### src/rtl/me_stage_pkg.sv
// rtl/me_stage_pkg.sv - shared load-op codes, bus widths and bus bit offsets for the EX/ME/WB stages
package me_stage_pkg;

  localparam logic [2:0] LD_W  = 3'd0;
  localparam logic [2:0] LD_B  = 3'd1;
  localparam logic [2:0] LD_H  = 3'd2;
  localparam logic [2:0] LD_BU = 3'd3;
  localparam logic [2:0] LD_HU = 3'd4;

  localparam int EX_ME_W = 74;
  localparam int ME_WB_W = 70;
  localparam int FWD_W   = 37;

  // EX->ME bus: {pc, alu_result, ld_op, res_from_mem, gr_we, dest}
  localparam int EX_DEST_LSB  = 0;
  localparam int EX_GR_WE     = 5;
  localparam int EX_RES_MEM   = 6;
  localparam int EX_LD_OP_LSB = 7;
  localparam int EX_ALU_LSB   = 10;
  localparam int EX_PC_LSB    = 42;

  // ME->WB bus: {pc, final_result, gr_we, dest}
  localparam int WB_DEST_LSB  = 0;
  localparam int WB_GR_WE     = 5;
  localparam int WB_RES_LSB   = 6;
  localparam int WB_PC_LSB    = 38;

endpackage

### src/rtl/me_stage_load_align.sv
// rtl/me_stage_load_align.sv - byte/half extraction and sign/zero extension of load data
// Only present when ME_SUBWORD_LOAD_EN is defined.
`ifdef ME_SUBWORD_LOAD_EN
module me_stage_load_align
  import me_stage_pkg::*;
(
  input  logic [31:0] rdata,
  input  logic [1:0]  addr,
  input  logic [2:0]  ld_op,
  output logic [31:0] ext_data
);

  logic [7:0]  byte_sel;
  logic [15:0] half_sel;

  always_comb begin
    byte_sel = rdata[7:0];
    case (addr)
      2'd1:    byte_sel = rdata[15:8];
      2'd2:    byte_sel = rdata[23:16];
      2'd3:    byte_sel = rdata[31:24];
      default: byte_sel = rdata[7:0];
    endcase
    // addr[0] is ignored for halves; misalignment is trapped upstream
    half_sel = addr[1] ? rdata[31:16] : rdata[15:0];
    case (ld_op)
      LD_B:    ext_data = {{24{byte_sel[7]}}, byte_sel};
      LD_BU:   ext_data = {24'd0, byte_sel};
      LD_H:    ext_data = {{16{half_sel[15]}}, half_sel};
      LD_HU:   ext_data = {16'd0, half_sel};
      default: ext_data = rdata;
    endcase
  end

endmodule
`endif

### src/rtl/me_stage.sv
// rtl/me_stage.sv - memory-access pipeline stage with one-entry load-data hold buffer
// ME_SUBWORD_LOAD_EN enables byte/half load alignment; otherwise loads return the raw word.
module me_stage #(
  parameter int DATA_W  = 32,
  parameter int EX_ME_W = 74,
  parameter int ME_WB_W = 70
) (
  input  logic               clk,
  input  logic               reset,
  input  logic               EX_to_ME_Valid,
  input  logic [EX_ME_W-1:0] EX_to_ME_Bus,
  output logic               ME_Allow_in,
  input  logic               WB_Allow_in,
  output logic               ME_to_WB_Valid,
  output logic [ME_WB_W-1:0] ME_to_WB_Bus,
  input  logic [DATA_W-1:0]  data_sram_rdata,
  output logic [4:0]         ME_dest,
  output logic [DATA_W+4:0]  ME_Forward
);

  import me_stage_pkg::*;

  logic              me_valid;
  logic              fresh;
  logic              buf_valid;
  logic [DATA_W-1:0] buf_data;
  logic [DATA_W-1:0] pc_q;
  logic [DATA_W-1:0] alu_q;
  logic [2:0]        ld_op_q;
  logic              res_mem_q;
  logic              gr_we_q;
  logic [4:0]        dest_q;

  logic              ready_go;
  logic [DATA_W-1:0] raw_rdata;
  logic [DATA_W-1:0] load_data;
  logic [DATA_W-1:0] final_result;

  assign ready_go       = 1'b1;
  assign ME_Allow_in    = !me_valid | (ready_go & WB_Allow_in);
  assign ME_to_WB_Valid = me_valid & ready_go;

  always_ff @(posedge clk or negedge reset) begin
    if (!reset) begin
      me_valid  <= 1'b0;
      fresh     <= 1'b0;
      buf_valid <= 1'b0;
      buf_data  <= '0;
      pc_q      <= '0;
      alu_q     <= '0;
      ld_op_q   <= '0;
      res_mem_q <= 1'b0;
      gr_we_q   <= 1'b0;
      dest_q    <= '0;
    end else if (ME_Allow_in) begin
      me_valid  <= EX_to_ME_Valid;
      fresh     <= EX_to_ME_Valid;
      buf_valid <= 1'b0;
      if (EX_to_ME_Valid) begin
        pc_q      <= EX_to_ME_Bus[EX_PC_LSB +: DATA_W];
        alu_q     <= EX_to_ME_Bus[EX_ALU_LSB +: DATA_W];
        ld_op_q   <= EX_to_ME_Bus[EX_LD_OP_LSB +: 3];
        res_mem_q <= EX_to_ME_Bus[EX_RES_MEM];
        gr_we_q   <= EX_to_ME_Bus[EX_GR_WE];
        dest_q    <= EX_to_ME_Bus[EX_DEST_LSB +: 5];
      end
    end else begin
      fresh <= 1'b0;
      // SRAM data is only valid in the fresh cycle; keep it while WB stalls
      if (fresh & me_valid & !WB_Allow_in) begin
        buf_data  <= data_sram_rdata;
        buf_valid <= 1'b1;
      end
    end
  end

  assign raw_rdata = fresh ? data_sram_rdata : (buf_valid ? buf_data : '0);

`ifdef ME_SUBWORD_LOAD_EN
  me_stage_load_align u_load_align (
    .rdata    (raw_rdata),
    .addr     (alu_q[1:0]),
    .ld_op    (ld_op_q),
    .ext_data (load_data)
  );
`else
  logic unused_ld_op;
  assign unused_ld_op = ^ld_op_q;
  assign load_data    = raw_rdata;
`endif

  assign final_result = res_mem_q ? load_data : alu_q;
  assign ME_dest      = me_valid ? dest_q : 5'd0;
  assign ME_Forward   = {ME_dest, final_result};
  assign ME_to_WB_Bus = {pc_q, final_result, gr_we_q, dest_q};

endmodule

### config.mk
export PLATFORM = sky130hd
export DESIGN_NAME = me_stage
export DESIGN_NICKNAME = d
export VERILOG_FILES = /design/src/rtl/me_stage_pkg.sv /design/src/rtl/me_stage_load_align.sv /design/src/rtl/me_stage.sv
export SDC_FILE = /design/constraint.sdc
export NUM_CORES = 1
export LEC_CHECK = 0
export ABC_AREA = 1
export BUFFER_PORTS_ARGS = -buffer_cell sky130_fd_sc_hd__buf_2
export CORE_ASPECT_RATIO = 0.9
export CORE_MARGIN = 1
export CORE_UTILIZATION = 49
export DETAILED_ROUTE_END_ITERATION = 8
export GPL_ROUTABILITY_DRIVEN = 0
export PLACE_DENSITY_LB_ADDON = 0.1
export SETUP_SLACK_MARGIN = 0.2
export SYNTH_ARGS = -nofsm -noshare
export SYNTH_HDL_FRONTEND = slang
export SYNTH_HIERARCHICAL = 1
export SYNTH_SLANG_ARGS = --single-unit
### constraint.sdc
create_clock -name clk -period 1.7 [get_ports clk]
set_clock_uncertainty 0.05 [all_clocks]
set_input_delay 0.34 -clock clk [delete_from_list [all_inputs] [get_ports clk]]
set_output_delay 0.34 -clock clk [all_outputs]
set_load 0.02 [all_outputs]
=== Word-level counts from Yosys, hierarchy flattened ===
Cells that the tools add are included.

* Input bits: 110
* Register bits: 106
* Output and inout bits: 114
* Logic and storage cells: 25

* Reduce and logical (&&, ||, !) cells: 5
* Bitwise gates (word level): 4
* Muxes and demuxes: 7

{| class="wikitable"
|+ Operators with widths
! kind !! number
|-
| $mux W32 || 3
|-
| $mux W5 || 1
|-
| $reduce_and A2 Y1 || 2
|-
| $mux W1 || 3
|-
| $and A1 B1 Y1 || 2
|-
| $logic_not A1 Y1 || 2
|-
| $reduce_bool A2 Y1 || 1
|-
| $not A1 Y1 || 1
|-
| $or A1 B1 Y1 || 1
|}

=== Depth between registers and ports, before layout ===
* Word-level depth: 4
* Gate-level depth with buffers: 7
* Gate-level depth less buffers: 5

=== Worst setup path after synthesis ===
No wires, ideal clock.

* Path type: reg-to-output
* Start: reg fresh
* End: out ME_to_WB_Bus[19]
* Slack: -160 ps
* Data arrival time: 1470 ps
* Cell stages (with the launch flop): 8
* Cell sequence: dfrtp_1 -> buf_2 -> buf_4 -> buf_2 -> nor2_1 -> nor2_1 -> nor2_1 -> buf_4

* Longest elaborated chain between the ends: 2

{| class="wikitable"
|+ Ends and longest elaborated chain
! element !! RTL line !! source
|-
| start, declared || me_stage.sv:24 || <nowiki>logic fresh;</nowiki>
|-
| start signal, assigned || me_stage.sv:57 || <nowiki>fresh <= EX_to_ME_Valid;</nowiki>
|-
| $mux W32 || me_stage.sv:77 || <nowiki>assign raw_rdata = fresh ? data_sram_rdata : (buf_valid ? buf_data : '0);</nowiki>
|-
| $mux W32 || me_stage.sv:92 || <nowiki>assign final_result = res_mem_q ? load_data : alu_q;</nowiki>
|-
| end, declared || me_stage.sv:15 || <nowiki>output logic [ME_WB_W-1:0] ME_to_WB_Bus,</nowiki>
|}

Every way passes these cells.

=== Worst setup path after layout ===
* Start: reg buf_valid
* End: out ME_to_WB_Bus[9]

* Longest elaborated chain between the ends: 3

{| class="wikitable"
|+ Ends and longest elaborated chain
! element !! RTL line !! source
|-
| start, declared || me_stage.sv:25 || <nowiki>logic buf_valid;</nowiki>
|-
| start signal, assigned || me_stage.sv:47 || <nowiki>buf_valid <= 1'b0;</nowiki>
|-
| start signal, assigned || me_stage.sv:58 || <nowiki>buf_valid <= 1'b0;</nowiki>
|-
| start signal, assigned || me_stage.sv:72 || <nowiki>buf_valid <= 1'b1;</nowiki>
|-
| $mux W32 (2 in a row) || me_stage.sv:77 ||
|-
| $mux W32 || me_stage.sv:92 ||
|}

Every way passes these cells.

==> results.toml <==
[outcome]
outcome = "finished with violations"
failed_checks = "setup timing"

[global_route]
overflow = 0
grt_pass1_vias = 4758
grt_max_degree = 62
grt_pass1_wl_um = 21900
antenna_found_initial = 1
grtUsageTotal_pct = 23.5

[synthesis]
syn-cell-area_sq_mm = 0.00556
yosys.area.top_type_share_pct = 47.7
synth_top_area_cell = "dfrtp_1"
ys_warn_count = 6
synth_edf_count = 0
synth_ff_type = "dfrtp_1"
synthTopCellsByArea = "dfrtp_1 48%, nand2_1 21%, nand3_1 9.3%"
yosys.area_share.simple_pct = 39.5
yosysMostFrequentCell = "nand2_1"
ys_async_sr_fraction_pct = 100
synth_top_family_by_area = "simple AND/OR/NAND/NOR gates"
synthTopCellsByCount = "311 x nand2_1, 128 x nor2_1, 106 x dfrtp_1"
synth_cell_types = 14
synth_compound_gate_area_share_pct = 0
synth_nets = 858
synth_xor_xnor_area_share_pct = 0
syn_avg_cell_area_sq_um = 7.43
syn_inst = 748
synth.area.mux_share_pct = 0
yosys.area_share.adder_pct = 0
ys_seq_elements = 106
ys_seq_area_share_pct = 47.7

[setup_path]
crit_required_ps = 1310
start_kind = "register"
crit_arrival_ps = 1490
critical_path.max_fanout = 5
r2r_slack_ps = 180
path_class = "register to output port"
cp-end-kind = "output port"

[finish]
fin_util_pct = 65.6
syn_to_final_growth_pct = 29.2
layout-drive-gt1-share_pct = 34.5
final_nets = 1022
fin_area_sq_mm = 0.00718
diodes = 0

[power_and_ir_drop]
power.leakage_nw = 3.97
p_per_area_mw_per_mm2 = 1120
ir_worst_vdd_mv = 0.529
total_power_mw = 8.04

[floorplanning]
die_area_sq_mm = 0.0118
die_w_um = 114
die_y_um = 103
start_util_pct = 50.8
coreArea_sq_mm = 0.0109
num_io_pins = 224
rows = 36

[timing]
finalSetupViolCount = 64
fin_crit_ps = 1880
period_share_pct = 111
slew_viol_final = 0
slew_headroom_pct = 75.1
max_freq_mhz = 531
finalHoldViolations = 0
setup-tns-final_ps = -8390
worstMarginPinSlew_ps = 374
setup_ws_ps = -183
rsz0062_at_grt = "true"

[cts]
cts_tree = "built"
clock_path_buffers = 2
cts.sinks = 106
root_buffer = "clkbuf_16"
path_clk_slew_ps = 80
clk_latency_ps = 340
cts-htree-levels = 3
cts_inserted_buffers = 9

[placed_design]
hpwl_um = 9320
portBuffers = 220
dp_slack_ps = 175
place_area_sq_mm = 0.00653

[detailed_routing]
drtIter0Drc = 199
drt_wl_total_um = 13900
routed_via_density = 4.84
drtPass1Iterations = 4
drc_errors = 0
wl_per_cell_um = 13.0
antenna_left = 0
vias = 5172

[flow_run]
drv_cap = 0

[hold_path]
hold_path_class = "input port to register"
[state kept, by name, indices dropped and copies added, names as in the netlist]
name and count:
fresh 1, alu_q 32, gr_we_q 1, res_mem_q 1
dest_q 5, ME_to_WB_Valid 1, buf_data 32, pc_q 32
buf_valid 1
[stage by stage]
stage	hold slack (ps)	cells
after floorplan	-5.59	748
after global routing	171	1069
after CTS	166	1065
after detailed placement	304	1047
after global placement	304	1047
final	173	1069
[path summary, 6_finish.rpt]
check	start	end	cells after the start
max in group asynchronous	reset	fresh$_DFF_PN0_	3
max reg2reg	ME_to_WB_Valid$_DFFE_PN0N_	buf_data[19]$_DFFE_PN0P_	5
min	EX_to_ME_Bus[28]	alu_q[18]$_DFFE_PN0P_	3
min reg2reg	pc_q[5]$_DFFE_PN0P_	pc_q[5]$_DFFE_PN0P_	2
min in group asynchronous	reset	alu_q[7]$_DFFE_PN0P_	3
max	buf_valid$_DFFE_PN0P_	ME_to_WB_Bus[9]	7
[timing repair]
item | 4_1_cts | 5_1_grt
setup buffers | 1 | 2
hold buffers | 1 | 0
pin swaps | 4 | 6
endpoints found under the setup margin | 99 | 106
gates cloned | 0 | 2
gates resized for setup | 49 | 60
endpoints found under the hold margin | 106 | 0
[worst max-delay path, cell delays in order (launching register included)]
cell     delay, ps
dfrtp_2        460
buf_4          160
buf_6          120
nand2_1         50
nor2_1          40
nor2_1         110
nor2_2          60
buf_4          150
[metal layers]
layer	track usage (%)	vias up	part of all wire, %
met3	5.47	18	6.2
li1	-	2594	-
met4	8.39	2	1.5
met2	40.7	157	49
met5	0	-	0.086
met1	28.9	2401	43
[area by class of cell]
| type | count | area [sq um] |
|---|---|---|
| flip-flops and latches | 106 | 2660 |
| well taps | 152 | 190 |
| inverters | 8 | 30.0 |
| clock buffers | 12 | 246 |
| multi-input cells | 545 | 2320 |
| fillers | 968 | 3770 |
| clock inverters | 4 | 51.3 |
| repair buffers | 242 | 1680 |
[logic make-up (layout without fill, tap and decap cells)]
logic type    count (synthesis)  after routing
flops                       106            106
buf+inv                      97            266
simple gates                545            545
[placed cells by master, fill, tap and decap left out]
cell type / Yosys / layout
bufinv_16: 0 / 1
nand2_1: 311 / 305
dfrtp_1: 106 / 102
nand2_4: 2 / 3
inv_2: 1 / 6
clkinvlp_4: 0 / 1
nor2_1: 128 / 86
clkinv_2: 0 / 1
buf_2: 23 / 150
nor2_4: 1 / 1
nor2_2: 0 / 42
inv_1: 7 / 2
buf_12: 0 / 12
clkinv_4: 0 / 1
clkbuf_1: 2 / 2
nand3_1: 103 / 103
buf_6: 11 / 18
dfrtp_2: 0 / 4
clkbuf_16: 0 / 10
buf_4: 43 / 60
dlygate4sd3_1: 0 / 1
nand2_2: 0 / 5
clkbuf_8: 7 / 1
[where the power goes]
part           internal, mW  switching (mW)
Sequential             2.95           0.252
Clock                  1.19           0.909
Combinational          1.09            1.65
(Power assumes the default switching activity.)
